`config.mk`:
```
export PLATFORM = sky130hd
export DESIGN_NAME = timer_digit_demux
export DESIGN_NICKNAME = d
export VERILOG_FILES = /design/src/rtl/timer_digit_demux.sv
export SDC_FILE = /design/constraint.sdc
export NUM_CORES = 1
export LEC_CHECK = 0
export BUFFER_PORTS_ARGS = -buffer_cell sky130_fd_sc_hd__buf_2
export CORE_MARGIN = 2
export CORE_UTILIZATION = 49
export CTS_BUF_LIST = sky130_fd_sc_hd__clkbuf_8 sky130_fd_sc_hd__clkbuf_16
export CTS_CLUSTER_SIZE = 28
export DETAILED_ROUTE_END_ITERATION = 12
export GPL_ROUTABILITY_DRIVEN = 0
export PLACE_DENSITY = 0.73
export REMOVE_ABC_BUFFERS = 1
export SLEW_MARGIN = 20
export SYNTH_ARGS = -nofsm -noshare
export SYNTH_HDL_FRONTEND = slang
export SYNTH_SLANG_ARGS = --single-unit
```
`constraint.sdc`:
```
create_clock -name clk -period 1.9 [get_ports clk]
set_input_delay 0.19 -clock clk [delete_from_list [all_inputs] [get_ports clk]]
set_output_delay 0.19 -clock clk [all_outputs]
set_load 0.02 [all_outputs]
```
`src/rtl/timer_digit_demux.sv`:
```
// -----------------------------------------------------------------------------
// timer_digit_demux
// Demultiplexing end of the microwave timer input path. Successive key digits
// are shifted into the four MM:SS BCD digit registers; ENTER offers the
// composed time to the countdown timer over a valid/ready handshake.
//
// Ports:
//   clk            system clock, rising-edge active
//   rst_n          asynchronous active-low reset
//   key_valid_i    key held level (one rising edge = one key event)
//   key_code_i     0-9 digit, 0xA CLEAR, 0xB ENTER, 0xC-0xF ignored
//   load_ready_i   countdown timer accepts the offered time
//   min_tens_o,
//   min_ones_o,
//   sec_tens_o,
//   sec_ones_o     BCD digit registers
//   digit_count_o  digits entered, 0-4
//   load_valid_o   time offered to the timer
//   entry_err_o    one-cycle pulse on a rejected ENTER
//
// Configuration macro: TIMER_SEC_NORMALIZE_EN
//   When defined, ENTER with seconds tens > 5 normalizes MM:SS (seconds - 60,
//   minutes + 1) instead of rejecting, unless minutes are already 99.
// -----------------------------------------------------------------------------
module timer_digit_demux #(
  parameter int DIGITS = 4
) (
  input  logic       clk,
  input  logic       rst_n,
  input  logic       key_valid_i,
  input  logic [3:0] key_code_i,
  input  logic       load_ready_i,
  output logic [3:0] min_tens_o,
  output logic [3:0] min_ones_o,
  output logic [3:0] sec_tens_o,
  output logic [3:0] sec_ones_o,
  output logic [2:0] digit_count_o,
  output logic       load_valid_o,
  output logic       entry_err_o
);

  localparam logic [3:0] KEY_CLEAR = 4'hA;
  localparam logic [3:0] KEY_ENTER = 4'hB;
  localparam logic [2:0] MAX_COUNT = 3'(DIGITS);

  typedef enum logic [1:0] {
    ST_EMPTY  = 2'd0,
    ST_ENTRY  = 2'd1,
    ST_LOADED = 2'd2
  } state_e;

  state_e     state_q;
  logic       key_q;
  logic [3:0] min_tens_q, min_ones_q, sec_tens_q, sec_ones_q;
  logic [2:0] count_q;
  logic       load_valid_q;
  logic       entry_err_q;

  logic       key_event_s;
  logic       is_digit_s;
  logic       sec_ok_s;

  // Key event qualification: rising edge of the held key level.
  always_comb begin
    key_event_s = key_valid_i & ~key_q;
    is_digit_s  = (key_code_i <= 4'd9);
    sec_ok_s    = (sec_tens_q <= 4'd5);
  end

  // Entry state machine, digit registers and registered handshake outputs.
  always_ff @(posedge clk or negedge rst_n) begin
    if (!rst_n) begin
      state_q      <= ST_EMPTY;
      key_q        <= 1'b0;
      min_tens_q   <= 4'd0;
      min_ones_q   <= 4'd0;
      sec_tens_q   <= 4'd0;
      sec_ones_q   <= 4'd0;
      count_q      <= 3'd0;
      load_valid_q <= 1'b0;
      entry_err_q  <= 1'b0;
    end else begin
      key_q       <= key_valid_i;
      entry_err_q <= 1'b0;
      case (state_q)
        ST_EMPTY, ST_ENTRY: begin
          if (key_event_s) begin
            if (is_digit_s) begin
              // A fifth digit is dropped rather than scrolling the entry.
              if (count_q < MAX_COUNT) begin
                min_tens_q <= min_ones_q;
                min_ones_q <= sec_tens_q;
                sec_tens_q <= sec_ones_q;
                sec_ones_q <= key_code_i;
                count_q    <= count_q + 3'd1;
                state_q    <= ST_ENTRY;
              end else begin
                count_q <= count_q;
              end
            end else if (key_code_i == KEY_CLEAR) begin
              min_tens_q <= 4'd0;
              min_ones_q <= 4'd0;
              sec_tens_q <= 4'd0;
              sec_ones_q <= 4'd0;
              count_q    <= 3'd0;
              state_q    <= ST_EMPTY;
            end else if ((key_code_i == KEY_ENTER) && (state_q == ST_ENTRY)) begin
              if (sec_ok_s) begin
                load_valid_q <= 1'b1;
                state_q      <= ST_LOADED;
              end
`ifdef TIMER_SEC_NORMALIZE_EN
              // Seconds 60-99 roll one minute over; 99 minutes cannot absorb it.
              else if (!((min_tens_q == 4'd9) && (min_ones_q == 4'd9))) begin
                sec_tens_q <= sec_tens_q - 4'd6;
                if (min_ones_q == 4'd9) begin
                  min_ones_q <= 4'd0;
                  min_tens_q <= min_tens_q + 4'd1;
                end else begin
                  min_ones_q <= min_ones_q + 4'd1;
                end
                load_valid_q <= 1'b1;
                state_q      <= ST_LOADED;
              end
`endif
              else begin
                entry_err_q <= 1'b1;
              end
            end else begin
              // ENTER while empty and codes 0xC-0xF have no effect.
              state_q <= state_q;
            end
          end else begin
            state_q <= state_q;
          end
        end
        ST_LOADED: begin
          // Keys are ignored here; only the handshake leaves this state.
          if (load_ready_i) begin
            min_tens_q   <= 4'd0;
            min_ones_q   <= 4'd0;
            sec_tens_q   <= 4'd0;
            sec_ones_q   <= 4'd0;
            count_q      <= 3'd0;
            load_valid_q <= 1'b0;
            state_q      <= ST_EMPTY;
          end else begin
            load_valid_q <= 1'b1;
          end
        end
        default: begin
          min_tens_q   <= 4'd0;
          min_ones_q   <= 4'd0;
          sec_tens_q   <= 4'd0;
          sec_ones_q   <= 4'd0;
          count_q      <= 3'd0;
          load_valid_q <= 1'b0;
          state_q      <= ST_EMPTY;
        end
      endcase
    end
  end

  assign min_tens_o    = min_tens_q;
  assign min_ones_o    = min_ones_q;
  assign sec_tens_o    = sec_tens_q;
  assign sec_ones_o    = sec_ones_q;
  assign digit_count_o = count_q;
  assign load_valid_o  = load_valid_q;
  assign entry_err_o   = entry_err_q;

endmodule

```
==> metrics.txt, run 1 <==
post-DP HPWL=roughly 1.3 mm; ANT cells=0; fin crit share=84.8%; most frequent cells in the layout=28 x buf_2, 24 x dfrtp_1, 16 x a22o_2; Final Max Tran Viols=0; Reg clk slew, reported paths=approximately 0.09 ns; TritonCTS clock tree=built; Wirelength per Cell=about 15 microns; row count=16; placed cell count=between 100 and 150; grt ovf=0; DR DRC count=0; root buf cell=clkbuf_8; final hold vios=0; setup violators final=0; Slew headroom=64.2%; CP max FO=19; Skew-Pair Late Insertion Delay=around 0.26 ns; GRT met2 Usage=27.7%; worst vdd ir=0.762 mV; H-tree levels=1; Hold Path Depth=1; worst-margin pin slew=0.537 ns; GR Util met3=2.45%; first-pass GRT wire length=roughly 3.4 mm; hold_sp=key_valid_i; CP Cell Sequence=or3b_1 -> o221ai_2 -> nor4_4 -> buf_12 -> a22o_2; critical path's largest stage delay=between 0.4 and 0.5 ns; synthesized instance count=73; Syn Std Cell Area=a little over 1000 sq um; number of max-cap violations=0; met1 Track Usage GR=26.2%; setup TNS=0 ns; CP endpoint kind=flip-flop; RSZ-0062 raised after global routing=false; # fillers=164; port buffer count=28; I/O Pins=29; Finished Layout Cells=131; Reg2Reg Depth=5; worst-case clock buffer depth=2; Distinct cells, synth=25; P_leak=about 0.00065 uW; CTS Buf Count=3; die height=between 40 and 50 microns; Core Area=1960 sq um; global route hottest layer=met2; Tmin final=1.61 ns; first-pass detailed-route iteration total=4; CTS sink cnt=24; synth warn=0; Crit path required time=2.05 ns; Power Density=between 1000 and 1500 nW/um^2; Synth area leaders=dfrtp_1 59%, a22o_2 16%, buf_6 3.3%; Worst Clk Skew=approximately 0.008 ns; die area=approximately 2400 sq um; fmax=a little over 600 MHz; initial antenna violation count=0; Die X=49.4 microns; share of the synthesized area in the top cell type=59.4%; gr usage total=between 10% and 20%; crit-path leading delay family=simple AND/OR/NAND/NOR gates; Hold Path End=key_q; Worst Path Buf+Inv=1; reg2reg end=sec_tens_o[1]; critical path type=reg -> reg; initial core utilization=51.5%; Starting DRT DRC Count=8; nets=114; layout cells sized above 1=roughly half; Area Overhead vs Synth=23.9%; Yosys reg bits=24; CP max-delay cell=or3b_1; Vias=694; vias in the first global route=about 710; Detail Route Antenna Nets=0; flop-to-flop setup slack=just under 0.3 ns; HP Class=in -> reg; Power Total=1720 uW; DR vias/cell=roughly 5.3; Post-Route WL=around 1.9 mm; arrival time worst endpoint=between 1.5 and 2 ns; syn_area_per_cell=13.8 sq um; leading cell type in the layout, fill and taps excluded=buf_2; post-synthesis sequential area ratio=roughly 59%; RR Startpoint=state_q[0]; area leader, netlist=dfrtp_1; largest net degree at the start of global routing=25; status=completed; Setup crit start kind=flip-flop
-- state kept, by name (all words and copies together) (netlist names) --
| register | flops |
|---|---|
| digit_count_o | 3 |
| entry_err_o | 1 |
| key_q | 1 |
| load_valid_o | 1 |
| min_ones_o | 4 |
| min_tens_o | 4 |
| sec_ones_o | 4 |
| sec_tens_o | 4 |
| state_q | 2 |
-- stage by stage --
| step | worst slack [ns] | area [sq um] | hold WS (ns) | utilization (%) |
|---|---|---|---|---|
| 4_1_cts | 0.291 | 1250 | 0.0337 | 63.8 |
| 3_3_place_gp | 0.0384 | 1150 | 0.188 | 58.7 |
| 2_1_floorplan | 0.168 | 970 | -0.106 | - |
| 6_report | 0.289 | 1250 | 0.0423 | 63.8 |
| 5_1_grt | 0.225 | 1250 | 0.0313 | 63.8 |
| 3_5_place_dp | 0.00411 | 1150 | 0.201 | 58.7 |
-- layout make-up --
type / instances / area (sq um) / area share [%]
clock buffer: 3 / 41.3 / 3.30
clock inverter: 1 / 30.0 / 2.40
inverter: 2 / 7.51 / 0.599
multi-input combinational: 43 / 362 / 28.9
sequential: 24 / 601 / 48.0
tap: 27 / 33.8 / 2.70
timing repair buffer: 31 / 178 / 14.2
-- cells by family after synthesis --
| family | after synthesis | synth area share, % |
|---|---|---|
| buf+inv | 6 | 4.83 |
| mux | 1 | 1.11 |
| compound gates | 28 | 24.4 |
| simple gates | 13 | 9.04 |
| flops | 24 | 59.4 |
| fa+ha+maj | 1 | 1.24 |
-- power breakdown --
part           total [uW]  switching, uW  internal, uW
Clock                 442            161           281
Combinational         532            302           230
Sequential            750            111           639
-- synth_stat cells --
cell type	n
a211oi_1	1
a21o_2	1
a21oi_1	3
a22o_1	1
a22o_2	16
and3_1	1
and4_1	1
buf_4	1
buf_6	3
dfrtp_1	24
ha_1	1
inv_1	2
mux2_2	1
nand2_1	2
nand2b_1	1
nand3b_1	1
nor2_1	3
nor2b_1	1
nor3b_1	1
nor4_4	1
o21a_1	1
o21ai_0	3
o221ai_2	1
o22a_1	1
or3b_1	1
-- worst max-delay path by stage --
| stage | from | to | slack (ns) | depth (start not counted) |
|---|---|---|---|---|
| after global routing | state_q[0] | digit_count_o[0] | 0.22 | 4 |
| after global placement | state_q[1] | digit_count_o[0] | 0.04 | 4 |
| after floorplan | state_q[1] | digit_count_o[0] | 0.17 | 4 |
| final | state_q[0] | sec_tens_o[1] | 0.29 | 5 |
| after detailed placement | state_q[1] | digit_count_o[0] | 0.004 | 4 |
| after CTS | state_q[0] | sec_tens_o[1] | 0.29 | 5 |
-- repair_timing --
item	in CTS	in global routing
hold endpoints to repair	24	0
resized for setup	0	0
setup endpoints to repair	1	0
buffers inserted	1	0
hold buffers	1	0
-- metal layers --
| metal | wire (microns) | vias to the layer above |
|---|---|---|
| met4 | 0 | 0 |
| met5 | 0 | - |
| met1 | 909 | 336 |
| met2 | 922 | 20 |
| li1 | - | 338 |
| met3 | 91 | 0 |
(Power assumes the default switching activity.)
==> run 2: changes to the inputs <==
--- a/config.mk
+++ b/config.mk
@@ -7,12 +7,12 @@
 export LEC_CHECK = 0
 export BUFFER_PORTS_ARGS = -buffer_cell sky130_fd_sc_hd__buf_2
 export CORE_MARGIN = 2
-export CORE_UTILIZATION = 49
+export CORE_UTILIZATION = 44
 export CTS_BUF_LIST = sky130_fd_sc_hd__clkbuf_8 sky130_fd_sc_hd__clkbuf_16
 export CTS_CLUSTER_SIZE = 28
 export DETAILED_ROUTE_END_ITERATION = 12
 export GPL_ROUTABILITY_DRIVEN = 0
-export PLACE_DENSITY = 0.73
+export PLACE_DENSITY = 0.69
 export REMOVE_ABC_BUFFERS = 1
 export SLEW_MARGIN = 20
 export SYNTH_ARGS = -nofsm -noshare
==> constraint.sdc (replaced) <==
create_clock -name clk -period 1.4 [get_ports clk]
set_input_delay 0.14 -clock clk [delete_from_list [all_inputs] [get_ports clk]]
set_output_delay 0.14 -clock clk [all_outputs]
set_load 0.02 [all_outputs]
==> metrics.txt, run 2 (synthesized netlist as in run 1, its figures left out) <==
met1 Track Usage GR=about a quarter; vias in the first global route=between 700 and 800; row count=17; Skew-Pair Late Insertion Delay=about 0.26 ns; GR Util met3=3.74%; Crit path required time=1.55 ns; DR vias/cell=around 5.3; worst setup margin=-0.184 ns; fin crit share=113%; GRT met2 Usage=roughly 28%; most frequent cells in the layout=28 x buf_2, 24 x dfrtp_1, 15 x a22o_2, 13 x buf_4; number of max-cap violations=0; RSZ-0062 raised after global routing=true; largest net degree at the start of global routing=25; Wirelength per Cell=between 10 and 15 microns; CTS Buf Count=3; first-pass detailed-route iteration total=4; Die X=slightly above 50 microns; first-pass GRT wire length=roughly 3.5 mm; leading cell type in the layout, fill and taps excluded=buf_2; P_leak=between 0.0007 and 0.0008 uW; global route hottest layer=met2; Slew headroom=65.2%; gr usage total=around 18%; critical path type=reg -> reg; CP endpoint kind=flip-flop; Core Area=roughly 2200 sq um; root buf cell=clkbuf_8; HP Class=in -> reg; setup violators final=19; Setup crit start kind=flip-flop; CP max FO=12; Starting DRT DRC Count=10; DR DRC count=0; initial core utilization=46.1%; die area=~2700 sq um; ANT cells=0; port buffer count=28; status=complete, but fails checks; final hold vios=0; die height=approximately 52 microns; setup TNS=-2.99 ns; Reg clk slew, reported paths=0.08 ns; grt ovf=0; failing checks=setup timing; initial antenna violation count=0; # fillers=around 180; Tmin final=1.58 ns; Post-Route WL=approximately 2.1 mm; arrival time worst endpoint=approximately 1.7 ns; Place WS=-0.501 ns; post-DP HPWL=around 1.4 mm; worst vdd ir=between 0.8 and 0.9 mV; worst-case clock buffer depth=2; nets=approximately 130; Area Overhead vs Synth=39.2%; Final Max Tran Viols=0; Power Density=roughly 1600 nW/um^2; CTS sink cnt=24; Detail Route Antenna Nets=0; fmax=roughly 630 MHz; I/O Pins=29; layout cells sized above 1=between 50% and 60%; H-tree levels=1; worst-margin pin slew=~0.52 ns; Vias=790; Worst Clk Skew=approximately 0.0030 ns; TritonCTS clock tree=built
[run 2: cell types whose count changed in the layout (fill, tap and decap cells not counted), sizes merged]
cell / delta
buf: +16
bufinv: -1
dlygate4sd3: +1
[run 2: report_power, final]
part           leakage, uW  switching [uW]  total (uW)  internal (uW)
Clock            0.0000216             200         391            192
Sequential        0.000316             142        1010            868
Combinational     0.000397             442         839            397
[run 2: final cells by class]
| type | instances | area (sq um) | area share [%] |
|---|---|---|---|
| clock buffers | 3 | 41.3 | 2.93 |
| inverters | 2 | 7.51 | 0.533 |
| multi-input cells | 43 | 392 | 27.8 |
| flip-flops and latches | 24 | 601 | 42.7 |
| well taps | 28 | 35.0 | 2.49 |
| repair buffers | 48 | 332 | 23.6 |
[run 2: final timing paths]
path                                     from               end  slack, ns  depth (start not counted)
worst max-delay path               state_q[1]     min_ones_o[1]      -0.18                          6
worst min-delay path            key_code_i[3]     sec_ones_o[3]       0.23                          3
worst max register to register     state_q[1]     min_ones_o[1]      -0.18                          6
worst min register to register     state_q[1]       entry_err_o       0.49                          1
max in group asynchronous               rst_n  digit_count_o[0]       0.66                          2
min in group asynchronous               rst_n     min_tens_o[3]       0.39                          2
[run 2: worst max-delay path: stages (launching register included)]
cell and delay (ns):
dfrtp_1 0.41, or3b_4 0.26, o221ai_4 0.11, buf_6 0.15, a21o_4 0.20, buf_12 0.14, a22o_2 0.20
[run 2: per-stage QoR]
stage	hold WS, ns	area [sq um]	std cells	util, %	total power, uW
after global placement	0.136	1260	139	57.6	1800
after detailed placement	0.153	1260	139	57.6	1820
after global routing	0.234	1410	148	64.2	2390
after CTS	0.221	1390	147	63.2	2250
after floorplan	-0.156	970	69	-	1480
final	0.225	1410	148	64.2	2240
[run 2: metal layers]
metal  up-vias  wire, microns  part of all wire (%)
met5         -              0                     0
met4         0             17                  0.82
met2        20           1020                    49
met3         2            102                   4.9
met1       395            943                    45
li1        373              -                     -
[run 2: what timing repair did]
item,4_1_cts,5_1_grt
gates resized for setup,5,3
endpoints found under the hold margin,25,0
setup buffers,3,1
endpoints found under the setup margin,19,20
hold buffers,2,0
pin swaps,3,1
